## src/rtl/pipe_hazard_pkg.sv

```systemverilog
// Shared types and constants for the pipeline hazard/bypass controller.
package pipe_hazard_pkg;

  localparam int unsigned SB_AW_MAX = 8;

  localparam int unsigned STG_EX = 0;
  localparam int unsigned STG_DM = 1;
  localparam int unsigned STG_WB = 2;
  localparam int unsigned NSTG   = 3;

  typedef struct packed {
    logic                 valid;
    logic                 we;
    logic [SB_AW_MAX-1:0] dst;
    logic                 load;
    logic                 hlt;
  } sb_slot_t;

  function automatic int unsigned calc_aw(input int unsigned nreg);
    return (nreg < 2) ? 1 : $clog2(nreg);
  endfunction

endpackage

```

## src/rtl/hz_sb_slot.sv

```systemverilog
// One scoreboard slot: holds, clears to an empty entry, or loads the upstream entry.
module hz_sb_slot
  import pipe_hazard_pkg::*;
(
  input  logic     clk,
  input  logic     rst,
  input  logic     hold,
  input  logic     clear,
  input  sb_slot_t d,
  output sb_slot_t q
);

  always_ff @(posedge clk) begin
    if (rst)
      q <= '0;
    else if (!hold)
      q <= clear ? '0 : d;
  end

endmodule

```

## src/rtl/pipe_hazard_ctrl.sv

```systemverilog
// Hazard, bypass, flush and halt-drain controller for the 5-stage IM/ID/EX/DM/WB pipeline.
module pipe_hazard_ctrl
  import pipe_hazard_pkg::*;
#(
  parameter  int unsigned NREG     = 16,
  parameter  int unsigned NSRC     = 2,
  parameter  int unsigned ZERO_REG = 1,
  localparam int unsigned AW       = calc_aw(NREG)
) (
  input  logic               clk,
  input  logic               rst,
  input  logic               id_valid,
  input  logic [NSRC-1:0]    id_src_re,
  input  logic [NSRC*AW-1:0] id_src_addr,
  input  logic               id_we,
  input  logic [AW-1:0]      id_dst_addr,
  input  logic               id_is_load,
  input  logic               id_hlt,
  input  logic               flow_change_ID_EX,
  input  logic               dm_busy,
  output logic               stall_IM_ID,
  output logic               stall_ID_EX,
  output logic               stall_EX_DM,
  output logic               stall_DM_WB,
  output logic               bubble_ID_EX,
  output logic               flush_IM_ID,
  output logic               flush_ID_EX,
  output logic [NSRC-1:0]    byp_EX,
  output logic [NSRC-1:0]    byp_DM,
  output logic               hlt_DM_WB
);

  sb_slot_t             slot [NSTG];
  sb_slot_t             ex_d;
  logic [NSRC-1:0]      m_ex;
  logic [NSRC-1:0]      m_dm;
  logic [SB_AW_MAX-1:0] src_ext;
  logic                 zero_ok;
  logic                 hlt_flag;
  logic                 halt_active;
  logic                 flush;
  logic                 load_use;
  logic                 kill_id;

  always_comb begin
    m_ex    = '0;
    m_dm    = '0;
    src_ext = '0;
    zero_ok = 1'b0;
    for (int unsigned i = 0; i < NSRC; i++) begin
      src_ext         = '0;
      src_ext[AW-1:0] = id_src_addr[i*AW +: AW];
      zero_ok         = !((ZERO_REG != 0) && (src_ext == '0));
      m_ex[i] = id_valid && id_src_re[i] && zero_ok && slot[STG_EX].valid &&
                slot[STG_EX].we && (slot[STG_EX].dst == src_ext);
      m_dm[i] = id_valid && id_src_re[i] && zero_ok && slot[STG_DM].valid &&
                slot[STG_DM].we && (slot[STG_DM].dst == src_ext);
    end
  end

  always_comb begin
    halt_active = hlt_flag;
    for (int unsigned s = 0; s < NSTG; s++)
      halt_active = halt_active | (slot[s].valid & slot[s].hlt);
  end

  assign flush    = flow_change_ID_EX & ~dm_busy;
  assign load_use = (|m_ex) & slot[STG_EX].load & ~dm_busy & ~flush & ~halt_active;
  // Anything in ID while an HLT drains is younger than the HLT, so it never enters EX.
  assign kill_id  = flush | load_use | halt_active | ~id_valid;

  always_comb begin
    ex_d       = '0;
    ex_d.valid = id_valid;
    ex_d.we    = id_we;
    ex_d.dst   = SB_AW_MAX'(id_dst_addr);
    ex_d.load  = id_is_load;
    ex_d.hlt   = id_hlt;
  end

  hz_sb_slot u_slot_ex (
    .clk   (clk),
    .rst   (rst),
    .hold  (dm_busy),
    .clear (kill_id),
    .d     (ex_d),
    .q     (slot[STG_EX])
  );

  hz_sb_slot u_slot_dm (
    .clk   (clk),
    .rst   (rst),
    .hold  (dm_busy),
    .clear (1'b0),
    .d     (slot[STG_EX]),
    .q     (slot[STG_DM])
  );

  hz_sb_slot u_slot_wb (
    .clk   (clk),
    .rst   (rst),
    .hold  (dm_busy),
    .clear (1'b0),
    .d     (slot[STG_DM]),
    .q     (slot[STG_WB])
  );

  // The youngest producer wins: a DM match is ignored when EX also matches.
  always_ff @(posedge clk) begin
    if (rst) begin
      byp_EX <= '0;
      byp_DM <= '0;
    end else if (!dm_busy) begin
      if (kill_id) begin
        byp_EX <= '0;
        byp_DM <= '0;
      end else begin
        byp_EX <= m_ex & ~{NSRC{slot[STG_EX].load}};
        byp_DM <= m_dm & ~m_ex;
      end
    end
  end

  always_ff @(posedge clk) begin
    if (rst)
      hlt_flag <= 1'b0;
    else if (slot[STG_WB].valid && slot[STG_WB].hlt)
      hlt_flag <= 1'b1;
  end

  assign hlt_DM_WB    = hlt_flag;
  assign stall_DM_WB  = ~rst & dm_busy;
  assign stall_EX_DM  = ~rst & dm_busy;
  assign stall_ID_EX  = ~rst & (dm_busy | load_use);
  assign stall_IM_ID  = ~rst & (dm_busy | load_use | halt_active);
  assign bubble_ID_EX = ~rst & load_use;
  assign flush_ID_EX  = ~rst & flush;
  assign flush_IM_ID  = ~rst & ~dm_busy & (flow_change_ID_EX | halt_active);

endmodule
```

## config.mk

```make
export PLATFORM = sky130hd
export DESIGN_NAME = pipe_hazard_ctrl
export DESIGN_NICKNAME = d
export VERILOG_FILES = /design/src/rtl/pipe_hazard_pkg.sv /design/src/rtl/hz_sb_slot.sv /design/src/rtl/pipe_hazard_ctrl.sv
export SDC_FILE = /design/constraint.sdc
export NUM_CORES = 1
export LEC_CHECK = 0
export CAP_MARGIN = 0
export CORE_UTILIZATION = 65
export CTS_BUF_LIST = sky130_fd_sc_hd__clkbuf_2
export DETAILED_ROUTE_END_ITERATION = 6
export DONT_BUFFER_PORTS = 1
export PLACE_DENSITY = 0.81
export SLEW_MARGIN = 20
export SYNTH_ARGS = -nofsm -noshare
export SYNTH_HDL_FRONTEND = slang
export SYNTH_HIERARCHICAL = 1
export SYNTH_SLANG_ARGS = --single-unit
export TNS_END_PERCENT = 10
```

## constraint.sdc

```tcl
create_clock -name clk -period 2.7 [get_ports clk]
set_clock_uncertainty 0.1 [all_clocks]
set_input_delay 0.54 -clock clk [delete_from_list [all_inputs] [get_ports clk]]
set_output_delay 0.54 -clock clk [all_outputs]
set_load 0.1 [all_outputs]
```

==> results.sh, run 1 <==
export IMPL_status="finished with violations"
export IMPL_cap_violations=0
export IMPL_grt_pass1_wl_mm=5.51
export IMPL_yosys_warnings=6
export IMPL_crit_arrival_ns=2.10
export IMPL_io_pins=34
export IMPL_die_y_microns=54.2
export IMPL_crit_buf_inv=2
export IMPL_path_clk_slew_ns=0.17
export IMPL_grt_overflow=0
export IMPL_io_buffers=0
export IMPL_first_pass_iters=5
export IMPL_netlist_area_sq_um=1770
export IMPL_drt_iter0_drc=31
export IMPL_hold_buffers=0
export IMPL_drc=0
export IMPL_cts_buffers=5
export IMPL_setup_viol=1
export IMPL_critPathSlowestCell="dfxtp_4"
export IMPL_die_w_microns=54.2
export IMPL_dp_hpwl_mm=2.68
export IMPL_crit_chain="xor2_1, nor4_2, nand2b_2, buf_4, a211oi_4, buf_12"
export IMPL_via_per_inst=5.93
export IMPL_period_needed_ns=2.74
export IMPL_power_density_nw_per_um2=390
export IMPL_cp_max_fo=3
export IMPL_cts_sinks=30
export IMPL_cts_tree="done"
export IMPL_grt_max_degree=57
export IMPL_grt_antenna_before_repair=0
export IMPL_cp_start_kind="flip-flop"
export IMPL_diodes=0
export IMPL_critPathMaxStageDelay_ns=0.39
export IMPL_max_freq_mhz=365
export IMPL_ir_drop_uv=373
export IMPL_path_delay_family="simple AND/OR/NAND/NOR gates"
export IMPL_clk_latency_ns=0.39
export IMPL_ant_nets=0
export IMPL_grt_total_usage=0.278
export IMPL_layout_nets=235
export IMPL_hold_violations=0
export IMPL_post_synth_cell_area_avg_sq_um=9.15
export IMPL_post_route_period_util=1.01
export IMPL_place_gp_congestion=0.734
export IMPL_end_kind="primary output"
export IMPL_drive_above_1_share=0.341
export IMPL_violations="setup timing"
export IMPL_wl_mm=3.96
export IMPL_drv_slew=0
export IMPL_required_ns=2.06
export IMPL_cts_root_buf="clkbuf_2"
export IMPL_maxSlewHeadroom=0.612
export IMPL_p_leak_nw=0.686
export IMPL_cts_htree_levels=2
export IMPL_final_setup_tns_ns=-0.0381
export IMPL_grt_pass1_vias=1250
export IMPL_syn_instance_count=194
export IMPL_ctsLongestPathBuffers=2
export IMPL_worst_pin_slew_ns=0.582
export IMPL_whs_ns=0.0847
export IMPL_num_rows=18
export IMPL_core_area_sq_um=2520
export IMPL_worstHoldPathType="primary input to flip-flop"
export IMPL_fp_dieArea_sq_um=2940
export IMPL_routed_via_count=1446
export IMPL_worst_slack_ns=-0.0381
export IMPL_fin_util=0.826
export IMPL_rsz0062_at_grt="yes"
export IMPL_place_ws_ns=0.181
export IMPL_synthToLayoutAreaGrowth_pct=17.5
export IMPL_start_util=0.703
export IMPL_critPathKind="flip-flop to primary output"
export IMPL_routedWlPerCell_microns=16.2
==> layout by cell type (no fill, tap or decap), drive strengths merged <==
| cell type | count |
|---|---|
| or2 | 3 |
| a21o | 1 |
| nor4 | 4 |
| a22oi | 1 |
| o22ai | 23 |
| nor2 | 6 |
| or4 | 2 |
| nand4 | 4 |
| inv | 2 |
| o211ai | 1 |
| a221oi | 1 |
| nand4bb | 1 |
| nand2b | 25 |
| conb | 7 |
| xor2 | 10 |
| dfxtp | 30 |
| o21ai | 5 |
| nand3 | 3 |
| xnor2 | 6 |
| a21oi | 5 |
| and2 | 2 |
| nand2 | 35 |
| clkbuf | 5 |
| buf | 20 |
| clkinvlp | 1 |
| nor3 | 4 |
| clkinv | 2 |
| or3b | 3 |
| a211oi | 2 |
==> path summary, 6_finish.rpt <==
check,startpoint,endpoint,slack (ns),depth (start not counted)
setup / recovery,u_slot_ex/q[3],bubble_ID_EX,-0.04,6
hold / removal,rst,u_slot_ex/q[10],0.08,1
hold reg to reg,byp_DM[0],byp_DM[0],0.36,2
setup reg to reg,u_slot_ex/q[3],u_slot_ex/q[4],0.43,7
==> what timing repair did <==
action / in CTS / in global routing
buffers inserted: 2 / 7
pin swaps: 2 / 8
resized for setup: 6 / 11
setup endpoints to repair: 2 / 3
==> layout make-up <==
type	instances	area [sq um]
multi-input cells	154	1180
flip-flops and latches	30	617
fillers	156	438
repair buffers	20	200
well taps	30	37.5
clock buffers	5	25.0
clock inverters	3	16.3
inverters	2	7.51
==> sequential cells by signal, indices dropped and copies added (netlist names) <==
name	flops
byp_DM	2
u_slot_ex/q	12
byp_EX	2
u_slot_dm/q	11
hlt_DM_WB	1
u_slot_wb/q	2
==> power breakdown <==
group          switching (mW)  internal [mW]
logic                  0.0749         0.0539
clock network           0.165         0.0588
registers              0.0108          0.449
==> layer usage <==
metal / up-vias / track usage / wire length [microns]
met5: - / 0 / 0
met4: 0 / 0.154 / 66
met3: 10 / 0.0944 / 298
met2: 55 / 0.437 / 1900
met1: 679 / 0.329 / 1700
li1: 702 / - / -
==> per-stage QoR <==
step | cell area (sq um) | power [mW] | cells
floorplan | 1810 | 0.590 | 200
global placement | 1900 | 0.584 | 227
detailed placement | 1900 | 0.588 | 227
CTS | 1970 | 0.803 | 237
global route | 2080 | 0.847 | 244
finish | 2080 | 0.813 | 244
Power figures use the tool's default switching activity.
==> run 2: changes to the inputs <==
Settings changed: ABC_AREA set to 1.
==> run 2 against run 1 <==
The flow now finishes without violations. Largest cell class unchanged. Global-route usage is 0.47 points higher. Setup slack improved by 0.22 ns. Register-to-register slack improved by 0.26 ns.
==> results.sh, run 2 <==
export IMPL_yosys_warnings=6
export IMPL_hp_start="rst"
export IMPL_p_leak_nw=0.831
export IMPL_final_cell_mix="nand2_1, nor2_1, dfxtp_1"
export IMPL_place_gp_congestion=0.857
export IMPL_ir_drop_uv=314
export IMPL_io_buffers=0
export IMPL_dp_hpwl_mm=3.02
export IMPL_worst_pin_slew_ns=0.709
export IMPL_first_pass_iters=4
export IMPL_rsz0062_at_grt="no"
export IMPL_drt_iter0_drc=61
export IMPL_critPathKind="flip-flop to primary output"
export IMPL_cts_sinks=30
export IMPL_die_w_microns=55.3
export IMPL_final_common_cell="nand2_1"
export IMPL_wl_mm=3.94
export IMPL_cts_root_buf="clkbuf_2"
export IMPL_diodes=0
export IMPL_io_pins=34
export IMPL_p_int_mw=0.561
export IMPL_hold_buffers=0
export IMPL_place_ws_ns=0.581
export IMPL_drc=0
export IMPL_routed_via_count=1683
export IMPL_clkPwrFrac=0.264
export IMPL_cp_max_fo=5
export IMPL_cts_buffers=5
export IMPL_cap_violations=0
export IMPL_required_ns=2.06
export IMPL_p_switching_mw=0.239
export IMPL_layout_nets=315
export IMPL_final_setup_tns_ns=0
export IMPL_ant_nets=0
export IMPL_period_needed_ns=2.51
export IMPL_setup_viol=0
export IMPL_post_dp_cell_area_sq_um=1980
export IMPL_cts_htree_levels=2
export IMPL_min_to="u_slot_ex/q[11]"
export IMPL_final_cell_area_sq_um=2020
export IMPL_power_density_nw_per_um2=396
export IMPL_grt_pass1_wl_mm=6.89
export IMPL_fp_dieArea_sq_um=3060
export IMPL_fin_util=0.780
export IMPL_whs_path_depth=1
export IMPL_worstHoldPathType="primary input to flip-flop"
export IMPL_cts_resized=0
export IMPL_die_y_microns=55.3
export IMPL_reg_top3="u_slot_ex/q x12, u_slot_dm/q x11"
export IMPL_r2r_setup_slack_ns=0.69
export IMPL_path_clk_slew_ns=0.15
export IMPL_largest_reg_flops=12
export IMPL_regMostFlops="u_slot_ex/q"
export IMPL_switching_share=0.299
export IMPL_status="finished, final reports clean"
export IMPL_p_total_mw=0.800
export IMPL_cts_tree="done"
export IMPL_worst_slack_ns=0.186
export IMPL_crit_arrival_ns=1.87
export IMPL_drive_above_1_share=0.273
export IMPL_netlist_area_sq_um=1850
export IMPL_syn_instance_count=279
export IMPL_hold_violations=0
export IMPL_grt_total_usage=0.282
export IMPL_max_freq_mhz=398
export IMPL_maxSlewHeadroom=0.526
export IMPL_grt_overflow=0
export IMPL_p_comb_frac=0.162
export IMPL_post_route_period_util=0.931
export IMPL_grt_antenna_before_repair=0
export IMPL_num_rows=18
export IMPL_r2r_end="u_slot_ex/q[0]"
export IMPL_worst_r2r_startpoint="u_slot_ex/q[5]"
export IMPL_ctsLongestPathBuffers=2
export IMPL_drv_slew=0
export IMPL_grt_pass1_vias=1669
export IMPL_via_per_inst=5.21
export IMPL_post_synth_cell_area_avg_sq_um=6.63
export IMPL_grt_max_degree=32
export IMPL_end_kind="primary output"
export IMPL_r2r_cells=12
export IMPL_start_util=0.714
export IMPL_core_area_sq_um=2590
export IMPL_clk_latency_ns=0.36
export IMPL_routedWlPerCell_microns=12.2
export IMPL_post_cts_buffers=0
export IMPL_pwr_share_seq=0.574
export IMPL_cp_start_kind="flip-flop"
export IMPL_synthToLayoutAreaGrowth_pct=9.20
[run 2: power by group through the flow]
| stage | clock (mW) | combinational (mW) | sequential [mW] |
|---|---|---|---|
| finish | 0.211 | 0.130 | 0.459 |
| floorplan | 0 | 0.122 | 0.466 |
| detailed placement | 0 | 0.129 | 0.468 |
| CTS | 0.214 | 0.129 | 0.459 |
| global route | 0.233 | 0.142 | 0.460 |
| global placement | 0 | 0.127 | 0.468 |
[run 2: layout make-up]
cell class              count  area (sq um)
repair buffers             12           128
flip-flops and latches     30           601
well taps                  30          37.5
clock buffers               7          35.0
fillers                   242           571
multi-input cells         218          1120
inverters                  26          97.6
[run 2: how the worst max path moves through the flow]
| stage | endpoint | slack [ns] | cells past startpoint | from |
|---|---|---|---|---|
| 5_1_grt | stall_IM_ID | 0.003 | 9 | u_slot_ex/q[2] |
| 3_5_place_dp | u_slot_ex/q[0] | 0.58 | 11 | id_src_addr[1] |
| 3_3_place_gp | stall_IM_ID | 0.60 | 10 | id_src_addr[5] |
| 4_1_cts | bubble_ID_EX | 0.20 | 9 | u_slot_ex/q[2] |
| 2_1_floorplan | flush_IM_ID | -0.41 | 4 | hlt_DM_WB |
| 6_report | bubble_ID_EX | 0.19 | 9 | u_slot_ex/q[2] |
[run 2: critical path: stages (launching register included)]
cell     delay (ns)
dfxtp_1        0.47
inv_1          0.08
nand2_1        0.10
o21ai_0        0.10
nor2_1         0.13
nand2_1        0.08
nor2_1         0.15
o21ai_1        0.09
nor2_2         0.13
buf_12         0.19
[run 2: through the flow]
stage	instances	hold slack, ns
after global routing	323	0.0880
after global placement	316	0.352
after detailed placement	316	0.356
final	323	0.119
after floorplan	284	0.342
after CTS	323	0.114
[run 2: metal layers]
metal / vias up / GRT usage / wire (microns)
met3: 7 / 0.0515 / 218
met4: 0 / 0.132 / 68
li1: 878 / - / -
met1: 745 / 0.332 / 1760
met2: 53 / 0.492 / 1900
met5: - / 0 / 0
